## config.mk

```make
export PLATFORM = sky130hd
export DESIGN_NAME = two_to_one_mux_flat
export DESIGN_NICKNAME = d
export VERILOG_FILES = /design/src/rtl/two_to_one_mux_if.sv /design/src/rtl/two_to_one_mux.sv /design/src/flat_wrapper.sv
export SDC_FILE = /design/constraint.sdc
export NUM_CORES = 1
export LEC_CHECK = 0
export BUFFER_PORTS_ARGS = -buffer_cell sky130_fd_sc_hd__buf_2
export CORE_AREA = 2 2 39 41
export CTS_CLUSTER_DIAMETER = 200
export CTS_CLUSTER_SIZE = 24
export DETAILED_ROUTE_END_ITERATION = 6
export DIE_AREA = 0 0 41 43
export HOLD_SLACK_MARGIN = 0.03
export PLACE_DENSITY = 0.4
export SETUP_SLACK_MARGIN = 0.4
export SYNTH_ARGS = -nofsm -noshare
export SYNTH_HDL_FRONTEND = slang
export SYNTH_SLANG_ARGS = --single-unit
export TNS_END_PERCENT = 5
```

## constraint.sdc

```tcl
create_clock -name clk -period 0.9 [get_ports clk]
set_input_delay 0.045 -clock clk [delete_from_list [all_inputs] [get_ports clk]]
set_output_delay 0.045 -clock clk [all_outputs]
set_load 0.005 [all_outputs]
```

## src/rtl/two_to_one_mux_if.sv

```systemverilog
// two_to_one_mux_if -- bus bundle for the registered 2:1 selector.
//
// Signals:
//   E              enable; 1 = pass the chosen input, 0 = force output to zero
//   A, B           data inputs (A when selector=0, B when selector=1)
//   selector       source select
//   selected       muxed data
//   selected_valid high when `selected` carries enabled data
//   active_src     source currently feeding `selected` (holds while disabled)
//   switch_pulse   one-cycle pulse when the enabled source changes
//
// Flow control: there is no backpressure. selected_valid is a pure qualifier
// that marks the cycles in which `selected` carries enabled data, and the
// consumer must take the data in that same cycle.
interface two_to_one_mux_if #(
    parameter int WIDTH = 1
);
    logic             E;
    logic [WIDTH-1:0] A;
    logic [WIDTH-1:0] B;
    logic             selector;
    logic [WIDTH-1:0] selected;
    logic             selected_valid;
    logic             active_src;
    logic             switch_pulse;

    // Data source side: drives the inputs and observes the outputs.
    modport master (
        output E, A, B, selector,
        input  selected, selected_valid, active_src, switch_pulse
    );

    // Selector side: consumes the inputs and produces the outputs.
    modport slave (
        input  E, A, B, selector,
        output selected, selected_valid, active_src, switch_pulse
    );
endinterface

```

## src/rtl/two_to_one_mux.sv

```systemverilog
// two_to_one_mux -- registered 2:1 data selector with enable and status.
//
// Ports:
//   clk  system clock; all state updates happen on its rising edge
//   rst  asynchronous, active-high reset
//   bus  two_to_one_mux_if.slave (E, A, B, selector in;
//        selected, selected_valid, active_src, switch_pulse out)
//
// Parameters:
//   WIDTH         data width of A, B and selected
//   REGISTER_OUT  1 = selected is registered (1-cycle latency)
//                 0 = selected is combinational; the status stays registered
module two_to_one_mux #(
    parameter int WIDTH        = 1,
    parameter int REGISTER_OUT = 1
) (
    input  logic                  clk,
    input  logic                  rst,
    two_to_one_mux_if.slave       bus
);

    logic [WIDTH-1:0] selected_d;
    logic             valid_q;
    logic             active_src_q;
    logic             active_src_d;
    logic             switch_q;
    logic             switch_d;
    logic             last_en_q;

    // The selection uses an explicit if on selector, so an X or Z on the
    // unselected input never reaches the output.
    always_comb begin
        selected_d = '0;
        if (bus.E) begin
            if (bus.selector) begin
                selected_d = bus.B;
            end else begin
                selected_d = bus.A;
            end
        end
    end

    // A switch is reported only when the output was already enabled in the
    // previous cycle. Re-enabling onto a different source does not pulse.
    always_comb begin
        active_src_d = active_src_q;
        if (bus.E) begin
            active_src_d = bus.selector;
        end
        switch_d = bus.E & last_en_q & (bus.selector != active_src_q);
    end

    always_ff @(posedge clk or posedge rst) begin
        if (rst) begin
            valid_q      <= 1'b0;
            active_src_q <= 1'b0;
            switch_q     <= 1'b0;
            last_en_q    <= 1'b0;
        end else begin
            valid_q      <= bus.E;
            active_src_q <= active_src_d;
            switch_q     <= switch_d;
            last_en_q    <= bus.E;
        end
    end

    generate
        if (REGISTER_OUT != 0) begin : g_reg_out
            logic [WIDTH-1:0] selected_q;

            always_ff @(posedge clk or posedge rst) begin
                if (rst) begin
                    selected_q <= '0;
                end else begin
                    selected_q <= selected_d;
                end
            end

            assign bus.selected = selected_q;
        end else begin : g_comb_out
            // The combinational path still respects reset, so the output
            // reads zero while rst is high.
            assign bus.selected = rst ? '0 : selected_d;
        end
    endgenerate

    assign bus.selected_valid = valid_q;
    assign bus.active_src     = active_src_q;
    assign bus.switch_pulse   = switch_q;

endmodule

```

## src/flat_wrapper.sv

```systemverilog
// flat-port wrapper written by rule: the top's interface ports become plain ports
module two_to_one_mux_flat 
#(
    parameter int WIDTH        = 1,
    parameter int REGISTER_OUT = 1
)
  (clk, rst, bus_E, bus_A, bus_B, bus_selector, bus_selected, bus_selected_valid, bus_active_src, bus_switch_pulse);
  two_to_one_mux_if #(.WIDTH(WIDTH)) bus_i ();
  input  logic clk;
  input  logic rst;
  input wire logic [$bits(bus_i.E)-1:0] bus_E;
  input wire logic [$bits(bus_i.A)-1:0] bus_A;
  input wire logic [$bits(bus_i.B)-1:0] bus_B;
  input wire logic [$bits(bus_i.selector)-1:0] bus_selector;
  output wire logic [$bits(bus_i.selected)-1:0] bus_selected;
  output wire logic [$bits(bus_i.selected_valid)-1:0] bus_selected_valid;
  output wire logic [$bits(bus_i.active_src)-1:0] bus_active_src;
  output wire logic [$bits(bus_i.switch_pulse)-1:0] bus_switch_pulse;
  assign bus_i.E = bus_E;
  assign bus_i.A = bus_A;
  assign bus_i.B = bus_B;
  assign bus_i.selector = bus_selector;
  assign bus_selected = bus_i.selected;
  assign bus_selected_valid = bus_i.selected_valid;
  assign bus_active_src = bus_i.active_src;
  assign bus_switch_pulse = bus_i.switch_pulse;
  two_to_one_mux #(.WIDTH(WIDTH), .REGISTER_OUT(REGISTER_OUT)) u_core (.clk(clk), .rst(rst), .bus(bus_i));
endmodule
```

==> results of run 1 <==
==> power groups by stage <==
stage,clock [mW],combinational [mW],sequential (mW)
floorplan,0,0.0175,0.203
global placement,0,0.0466,0.201
detailed placement,0,0.0480,0.202
CTS,0.232,0.0516,0.199
global route,0.245,0.0566,0.201
finish,0.218,0.0502,0.199
==> metal layers <==
layer  wire, microns  share of wire  vias up
met1             141           0.46       45
met2             101           0.33       10
met5               0              0        -
met3              62           0.20        0
met4               0              0        0
li1                -              -       59
==> layout make-up <==
cell class / count / area, sq um / area share
multi-input cells: 5 / 42.5 / 0.174
inverters: 1 / 3.75 / 0.0154
well taps: 16 / 20.0 / 0.0821
flip-flops and latches: 4 / 100 / 0.410
clock buffers: 3 / 22.5 / 0.0923
repair buffers: 10 / 55.1 / 0.226
==> state kept, by name, summed over array words and instances (netlist names) <==
name	cells
u_core.bus.switch_pulse	1
u_core.bus.active_src	1
u_core.bus.selected	1
u_core.bus.selected_valid	1
==> timing repair <==
| item | in CTS | in global routing |
|---|---|---|
| gates resized for setup | 0 | 0 |
| hold endpoints to repair | 5 | 1 |
| endpoints found under the setup margin | 6 | 6 |
==> cell usage in the layout (no fill, tap or decap) <==
master / n
sky130_fd_sc_hd__inv_1: 1
sky130_fd_sc_hd__dfrtp_1: 4
sky130_fd_sc_hd__clkbuf_4: 3
sky130_fd_sc_hd__dlygate4sd3_1: 1
sky130_fd_sc_hd__mux2_2: 1
sky130_fd_sc_hd__nor2b_1: 1
sky130_fd_sc_hd__buf_2: 9
sky130_fd_sc_hd__xor2_1: 1
sky130_fd_sc_hd__mux2i_1: 1
sky130_fd_sc_hd__and3_1: 1
==> stage by stage <==
step | util | std cells
final | 0.176 | 39
after global routing | 0.176 | 39
after CTS | 0.176 | 39
after detailed placement | 0.153 | 35
after global placement | 0.153 | 35
after floorplan | - | 10
==> how the worst max path moves through the flow <==
stage | start | endpoint | cells past startpoint
3_5_place_dp | u_core.bus.active_src$_DFFE_PP0P_ | u_core.bus.switch_pulse$_DFF_PP0_ | 2
3_3_place_gp | u_core.bus.active_src$_DFFE_PP0P_ | u_core.bus.switch_pulse$_DFF_PP0_ | 2
4_1_cts | u_core.bus.active_src$_DFFE_PP0P_ | bus_active_src | 1
2_1_floorplan | u_core.bus.active_src$_DFFE_PP0P_ | u_core.bus.switch_pulse$_DFF_PP0_ | 2
5_1_grt | u_core.bus.active_src$_DFFE_PP0P_ | bus_active_src | 1
6_report | u_core.bus.active_src$_DFFE_PP0P_ | bus_active_src | 1
==> cell families (layout without fill, tap and decap cells) <==
| family | Yosys count | in the layout | share of synthesized area |
|---|---|---|---|
| XOR/XNOR | 1 | 1 | 0.0598 |
| buffers and inverters | 1 | 14 | 0.0256 |
| flip-flops | 4 | 4 | 0.684 |
| multiplexers | 2 | 2 | 0.145 |
| AND/OR/NAND/NOR | 2 | 2 | 0.0855 |
==> reports/results.md, run 1 <==
| Parameter | Reported |
|---|---|
| Switching power share of the total | 0.204 |
| WHS Endpoint | u_core.bus.selected_valid$_DFF_PP0_ |
| Status | finished with violations |
| Min-Delay Startpoint | bus_E |
| Fraction of final layout cells sized beyond drive strength 1 | 0.565 |
| Critical path data required time | 0.85 ns |
| Leading post-synthesis cells by cell area | sky130_fd_sc_hd__dfrtp_1, sky130_fd_sc_hd__mux2_2, sky130_fd_sc_hd__mux2i_1 |
| Clock group share of total power | 0.466 |
| Die span in x | 41 microns |
| Number of hold-slack violations in the final timing report | 1 |
| Number of buffer cells added on primary ports | 9 |
| Cells on Worst Hold Path | 1 |
| Die outline height | 43 microns |
| Clock-pin slew on the worst setup and hold paths | 0.04 ns |
| Most used DFF post-synth | sky130_fd_sc_hd__dfrtp_1 |
| Mean instance size in the synthesized netlist | 14.6 sq um |
| Number of antenna violations at the first check in global routing | 0 |
| Family of cells with the greatest summed delay on the critical path | flip-flops |
| Post-layout total power | 467 uW |
| Internal | 372 uW |
| Minimum period implied by the final worst setup slack | 0.800 ns |
| Detailed-route vias per instance | 2.92 |
| Clock tree from TritonCTS | built |
| MaxCap Viol Count | 0 |
| Register-to-Register Path Depth | 2 |
| First-pass iteration count of the detailed router | 1 |
| Critical R2R Capture | u_core.bus.switch_pulse$_DFF_PP0_ |
| Yosys reg bits | 4 |
| Unique masters post-synth | 7 |
| Critical Path Sink Type | output port |
| Tightest Pin Transition | 0.120 ns |
| Max Fanout on Critical Path | 3 |
| Share of total power in sequential cells | 0.426 |
| Slack of the worst reg-to-reg path | 0.11 ns |
| CTS Buffer Depth | 2 |
| Sum of buffers and inverters on the critical path | 1 |
| Gate count of the mapped netlist | 10 |
| Die Area | 0.00176 sq mm |
| Post-layout instance area | 244 sq um |
| Global-route usage over all layers | 0.0463 |
| Area of the mapped netlist | 146 sq um |
| Detailed Route WL | 305 microns |
| Worst Path Class, Setup | reg2out |
| Worst vdd ir | 0.315 mV |
| Post-CTS Hold Fix Bufs | 1 |
| Routing layer with the top usage in global route | met4 |
| Most repeated cell in the gate-level netlist after synthesis | sky130_fd_sc_hd__dfrtp_1 |
| Headroom to the max-slew limit | 0.918 |
| Met1 Use GR | 0.0455 |
| Antenna Diode Count | 0 |
| Total via count after detailed routing | 114 |
| Largest area contributor in the netlist | sky130_fd_sc_hd__dfrtp_1 |
| Clock sink total | 4 |
| Final number of max-transition violations | 0 |
| Unrepaired setup endpoints after global routing | yes |
| Iteration-0 DRC count of the detailed router | 0 |
| Type of origin of the critical path | register |
| Worst-Skew Late Latency | 0.23 ns |
| Largest stage delay on the critical path | 0.39 ns |
| Post-Route Setup TNS | 0 ns |
| I/O pin count | 10 |
| Top-area cell type share of the netlist area | 0.684 |
| Violated checks | negative hold slack |
| Number of global-route vias before repair | 129 |
| GRT Residual Overflow | 0 |
| Max stage delay cell, worst path | sky130_fd_sc_hd__dfrtp_1 |
| Cell chosen for the clock root | sky130_fd_sc_hd__clkbuf_4 |
| PnR worst setup slack | 0.100 ns |
| Sequential share of the synthesized area | 0.684 |
| Initial Util | 0.106 |
| Async S/R FF share, synth | 1.00 |
| Final net count | 31 |
| Achievable clock frequency | 1250 MHz |
| Critical Path, Cell by Cell | buf_2 |
| Number of buffers created by CTS | 3 |
| Met3 Track Usage GR | 0.0471 |
| Post-CTS setup-driven buffer insertion count | 0 |
| Synthesized netlist net count | 16 |
| Clock Skews | 0.000516 ns |
| Setup slack after placement | 0.114 ns |
| Post-route fraction of the period consumed by the critical path | 0.889 |
| Standard cell core area | 0.00138 sq mm |
| Warnings, synthesis | 0 |
| Final setup violation count | 0 |
| Switching component of the power | 95.1 uW |
| Number of synthesized flops with an enable pin | 0 |
| Post-route antenna net violation count | 0 |
| Remaining DRCs | 0 |
| Power Dens Cells | 1920 mW/mm^2 |
| Worst hold slack | -0.0352 ns |
| Largest net degree at the start of global routing | 5 |
| Last weighted congestion value of the routability-driven placer | 0.545 |
| Area grow syn2layout | 66.7% |
| Launching point of the worst reg2reg path | u_core.bus.active_src$_DFFE_PP0P_ |
| Global routing met2 resource utilization | 0.0438 |
| Arrival time worst endpoint | 0.75 ns |
| Hold Path Class | in2reg |
| Global-route wire length before repair | 448 microns |
| Combinational share of power | 0.107 |
| Number of inserted filler cells in the final layout | 165 |
| H-tree lvl count | 1 |
| Leakage | 0.132 nW |
| Placed instance area | 211 sq um |
| Number of placement rows | 14 |
| Routed len/inst | 7.82 microns |
No activity file was read; power rests on OpenSTA's default activity.
==> inputs of run 2 (changes only) <==
--- a/config.mk
+++ b/config.mk
@@ -5,14 +5,17 @@
 export SDC_FILE = /design/constraint.sdc
 export NUM_CORES = 1
 export LEC_CHECK = 0
-export BUFFER_PORTS_ARGS = -buffer_cell sky130_fd_sc_hd__buf_2
+export CELL_PAD_IN_SITES_DETAIL_PLACEMENT = 1
+export CELL_PAD_IN_SITES_GLOBAL_PLACEMENT = 1
 export CORE_AREA = 2 2 39 41
 export CTS_CLUSTER_DIAMETER = 200
 export CTS_CLUSTER_SIZE = 24
 export DETAILED_ROUTE_END_ITERATION = 6
 export DIE_AREA = 0 0 41 43
+export DONT_BUFFER_PORTS = 1
 export HOLD_SLACK_MARGIN = 0.03
-export PLACE_DENSITY = 0.4
+export MAX_ROUTING_LAYER = met4
+export PLACE_DENSITY = 0.37
 export SETUP_SLACK_MARGIN = 0.4
 export SYNTH_ARGS = -nofsm -noshare
 export SYNTH_HDL_FRONTEND = slang
==> run 2 against run 1 <==
  * The run still ends with negative hold slack left
  * Maximum frequency shrank 1.8%
  * Sequential cell count is the same
  * Non-clock buffer count shrank 9
  * Final area shrank 18%
  * Critical path type is now reg2reg
  * Highest routed layer unchanged
  * Hold slack lost 0.12 ns
  * Clock power grew 2%
  * Largest power group unchanged
==> reports/results.md, run 2 (synthesis results as in run 1) <==
| Parameter | Reported | Change |
|---|---|---|
| Status | finished with violations |  |
| Violated checks | negative hold slack |  |
| Die span in x | 41 microns | unchanged |
| Cell chosen for the clock root | sky130_fd_sc_hd__clkbuf_4 |  |
| Minimum period implied by the final worst setup slack | 0.815 ns | +0.0148 ns |
| Switching component of the power | 92.1 uW | -3.2% |
| Fraction of final layout cells sized beyond drive strength 1 | 0.286 | -0.280 |
| Worst hold slack | -0.159 ns | -0.124 ns |
| Leakage | 0.0949 nW | -28% |
| Detailed-route vias per instance | 3.13 | +7.2% |
| Arrival time worst endpoint | 0.94 ns | +0.19 ns |
| Number of hold-slack violations in the final timing report | 4 | +3 |
| Post-CTS Hold Fix Bufs | 1 | unchanged |
| Tightest Pin Transition | 0.120 ns | -0.0000761 ns |
| Max Fanout on Critical Path | 3 | unchanged |
| Global-route wire length before repair | 462 microns | +3.1% |
| PnR worst setup slack | 0.0853 ns | -0.0148 ns |
| Worst-Skew Late Latency | 0.23 ns | about the same |
| Internal | 357 uW | -4.0% |
| Critical Path Sink Type | register |  |
| Die Area | 0.00176 sq mm | unchanged |
| Combinational share of power | 0.051 | -0.056 |
| Clock tree from TritonCTS | built |  |
| Unrepaired setup endpoints after global routing | yes |  |
| Post-Route Setup TNS | 0 ns | unchanged |
| Routed len/inst | 9.57 microns | +22% |
| Leading cell type in the layout, fill and taps excluded | sky130_fd_sc_hd__dfrtp_1 |  |
| Largest net degree at the start of global routing | 5 | unchanged |
| Standard cell core area | 0.00138 sq mm | unchanged |
| Critical Path, Cell by Cell | xor2_1 -> and3_1 |  |
| Largest stage delay on the critical path | 0.41 ns | +0.02 ns |
| Clock-pin slew on the worst setup and hold paths | 0.04 ns | about the same |
| Number of buffers created by CTS | 3 | unchanged |
| Crit. path cell count | 2 | +1 |
| Power Dens Cells | 2260 mW/mm^2 | +18% |
| Family of cells with the greatest summed delay on the critical path | flip-flops |  |
| Number of placement rows | 14 | unchanged |
| Area grow syn2layout | 35.9% |  |
| Launching point of the worst reg2reg path | u_core.bus.active_src$_DFFE_PP0P_ |  |
| Critical path data required time | 1.02 ns | +0.17 ns |
| Number of placed instances with taps included | 26 | -26% |
| Capturing element of the worst setup path | u_core.bus.switch_pulse$_DFF_PP0_ |  |
| Share of total power in sequential cells | 0.455 | +0.029 |
| First-pass iteration count of the detailed router | 4 | +3 |
| Number of inserted filler cells in the final layout | 151 | -8.5% |
| Critical R2R Capture | u_core.bus.switch_pulse$_DFF_PP0_ |  |
| Clock Skews | 0.00216 ns | +0.00165 ns |
| Sum of buffers and inverters on the critical path | 0 | -1 |
| H-tree lvl count | 1 | unchanged |
| Clock sink total | 4 | unchanged |
| Number of gates resized after cts | 0 | unchanged |
| Seq. cell area | 100 sq um | unchanged |
| Switching power share of the total | 0.205 | +0.00139 |
| Register-to-Register Path Depth | 2 | unchanged |
| Setup slack after placement | 0.0914 ns | -0.0225 ns |
| Post-CTS setup-driven buffer insertion count | 0 | unchanged |
| GRT Residual Overflow | 0 | unchanged |
| Remaining DRCs | 0 | unchanged |
| Final setup violation count | 0 | unchanged |
| Headroom to the max-slew limit | 0.918 | about the same |
| Global-route usage over all layers | 0.0465 | +0.000211 |
| Startpoint of the most critical setup path | u_core.bus.active_src$_DFFE_PP0P_ |  |
| Die outline height | 43 microns | unchanged |
| Hold Path Class | in2reg |  |
| Total via count after detailed routing | 94 | -18% |
| Non-Filler Instances | 30 | -23% |
| Combined area of the multi-input logic cells | 42.5 sq um | unchanged |
| Antenna Diode Count | 0 | unchanged |
| Clock group share of total power | 0.494 | +0.028 |
| CTS Buffer Depth | 2 | unchanged |
| Number of global-route vias before repair | 110 | -15% |
| Post-route antenna net violation count | 0 | unchanged |
| Final number of max-transition violations | 0 | unchanged |
| Max stage delay cell, worst path | sky130_fd_sc_hd__dfrtp_1 |  |
| Leading cell types in the layout, fill and taps excluded | sky130_fd_sc_hd__dfrtp_1, sky130_fd_sc_hd__clkbuf_4 |  |
| Type of origin of the critical path | register |  |
| Iteration-0 DRC count of the detailed router | 1 | +1 |
| Post-route fraction of the period consumed by the critical path | 0.905 | +0.0164 |
| Final net count | 22 | -29% |
| MaxCap Viol Count | 0 | unchanged |
| I/O pin count | 10 | unchanged |
| Worst vdd ir | 0.852 mV | +170% |
| Achievable clock frequency | 1230 MHz | -1.8% |
| Worst Path Class, Setup | reg2reg |  |
| Number of antenna violations at the first check in global routing | 0 | unchanged |
| Detailed Route WL | 287 microns | -5.9% |
| Post-layout total power | 449 uW | -3.8% |
| Initial Util | 0.106 | unchanged |
| Number of buffer cells added on primary ports | 0 | -9 |
| Slack of the worst reg-to-reg path | 0.09 ns | -0.02 ns |
| Cells on Worst Hold Path | 0 | -1 |
| Last weighted congestion value of the routability-driven placer | 0.587 | +7.8% |
## run 2: worst min-delay path by stage
stage,from,slack [ns],to
floorplan,rst,-0.19,u_core.bus.active_src$_DFFE_PP0P_
global placement,rst,-0.18,u_core.bus.switch_pulse$_DFF_PP0_
detailed placement,rst,-0.18,u_core.bus.switch_pulse$_DFF_PP0_
CTS,bus_E,-0.16,u_core.bus.selected_valid$_DFF_PP0_
global route,bus_E,-0.18,u_core.bus.selected_valid$_DFF_PP0_
finish,bus_E,-0.16,u_core.bus.selected_valid$_DFF_PP0_
## run 2: routing by layer
layer / track usage / vias to the layer above / wire [microns]
met2: 0.0250 / 13 / 65
met5: - / - / 0
met3: 0.0890 / 0 / 112
met4: 0.0200 / 0 / 0
met1: 0.0556 / 40 / 109
li1: - / 41 / -
## run 2: what timing repair did
action / in CTS / in global routing
cloned: 0 / 0
endpoints found under the hold margin: 8 / 4
setup endpoints to repair: 6 / 6
## run 2: power groups by stage
stage | Clock [mW] | Combinational [mW] | Sequential, mW
CTS | 0.230 | 0.0235 | 0.204
detailed placement | 0 | 0.0199 | 0.207
finish | 0.222 | 0.0230 | 0.204
floorplan | 0 | 0.0175 | 0.203
global route | 0.250 | 0.0269 | 0.206
global placement | 0 | 0.0193 | 0.206
## run 2: final cells by class
type / count / area share
Sequential cell: 4 / 0.503
Multi-Input combinational cell: 5 / 0.214
Clock buffer: 3 / 0.113
Tap cell: 16 / 0.101
Timing Repair Buffer: 1 / 0.0503
Inverter: 1 / 0.0189
## run 2: stage by stage
| stage | area, sq um | utilization |
|---|---|---|
| floorplan | 146 | - |
| global placement | 166 | 0.120 |
| detailed placement | 166 | 0.120 |
| CTS | 199 | 0.144 |
| global route | 199 | 0.144 |
| finish | 199 | 0.144 |
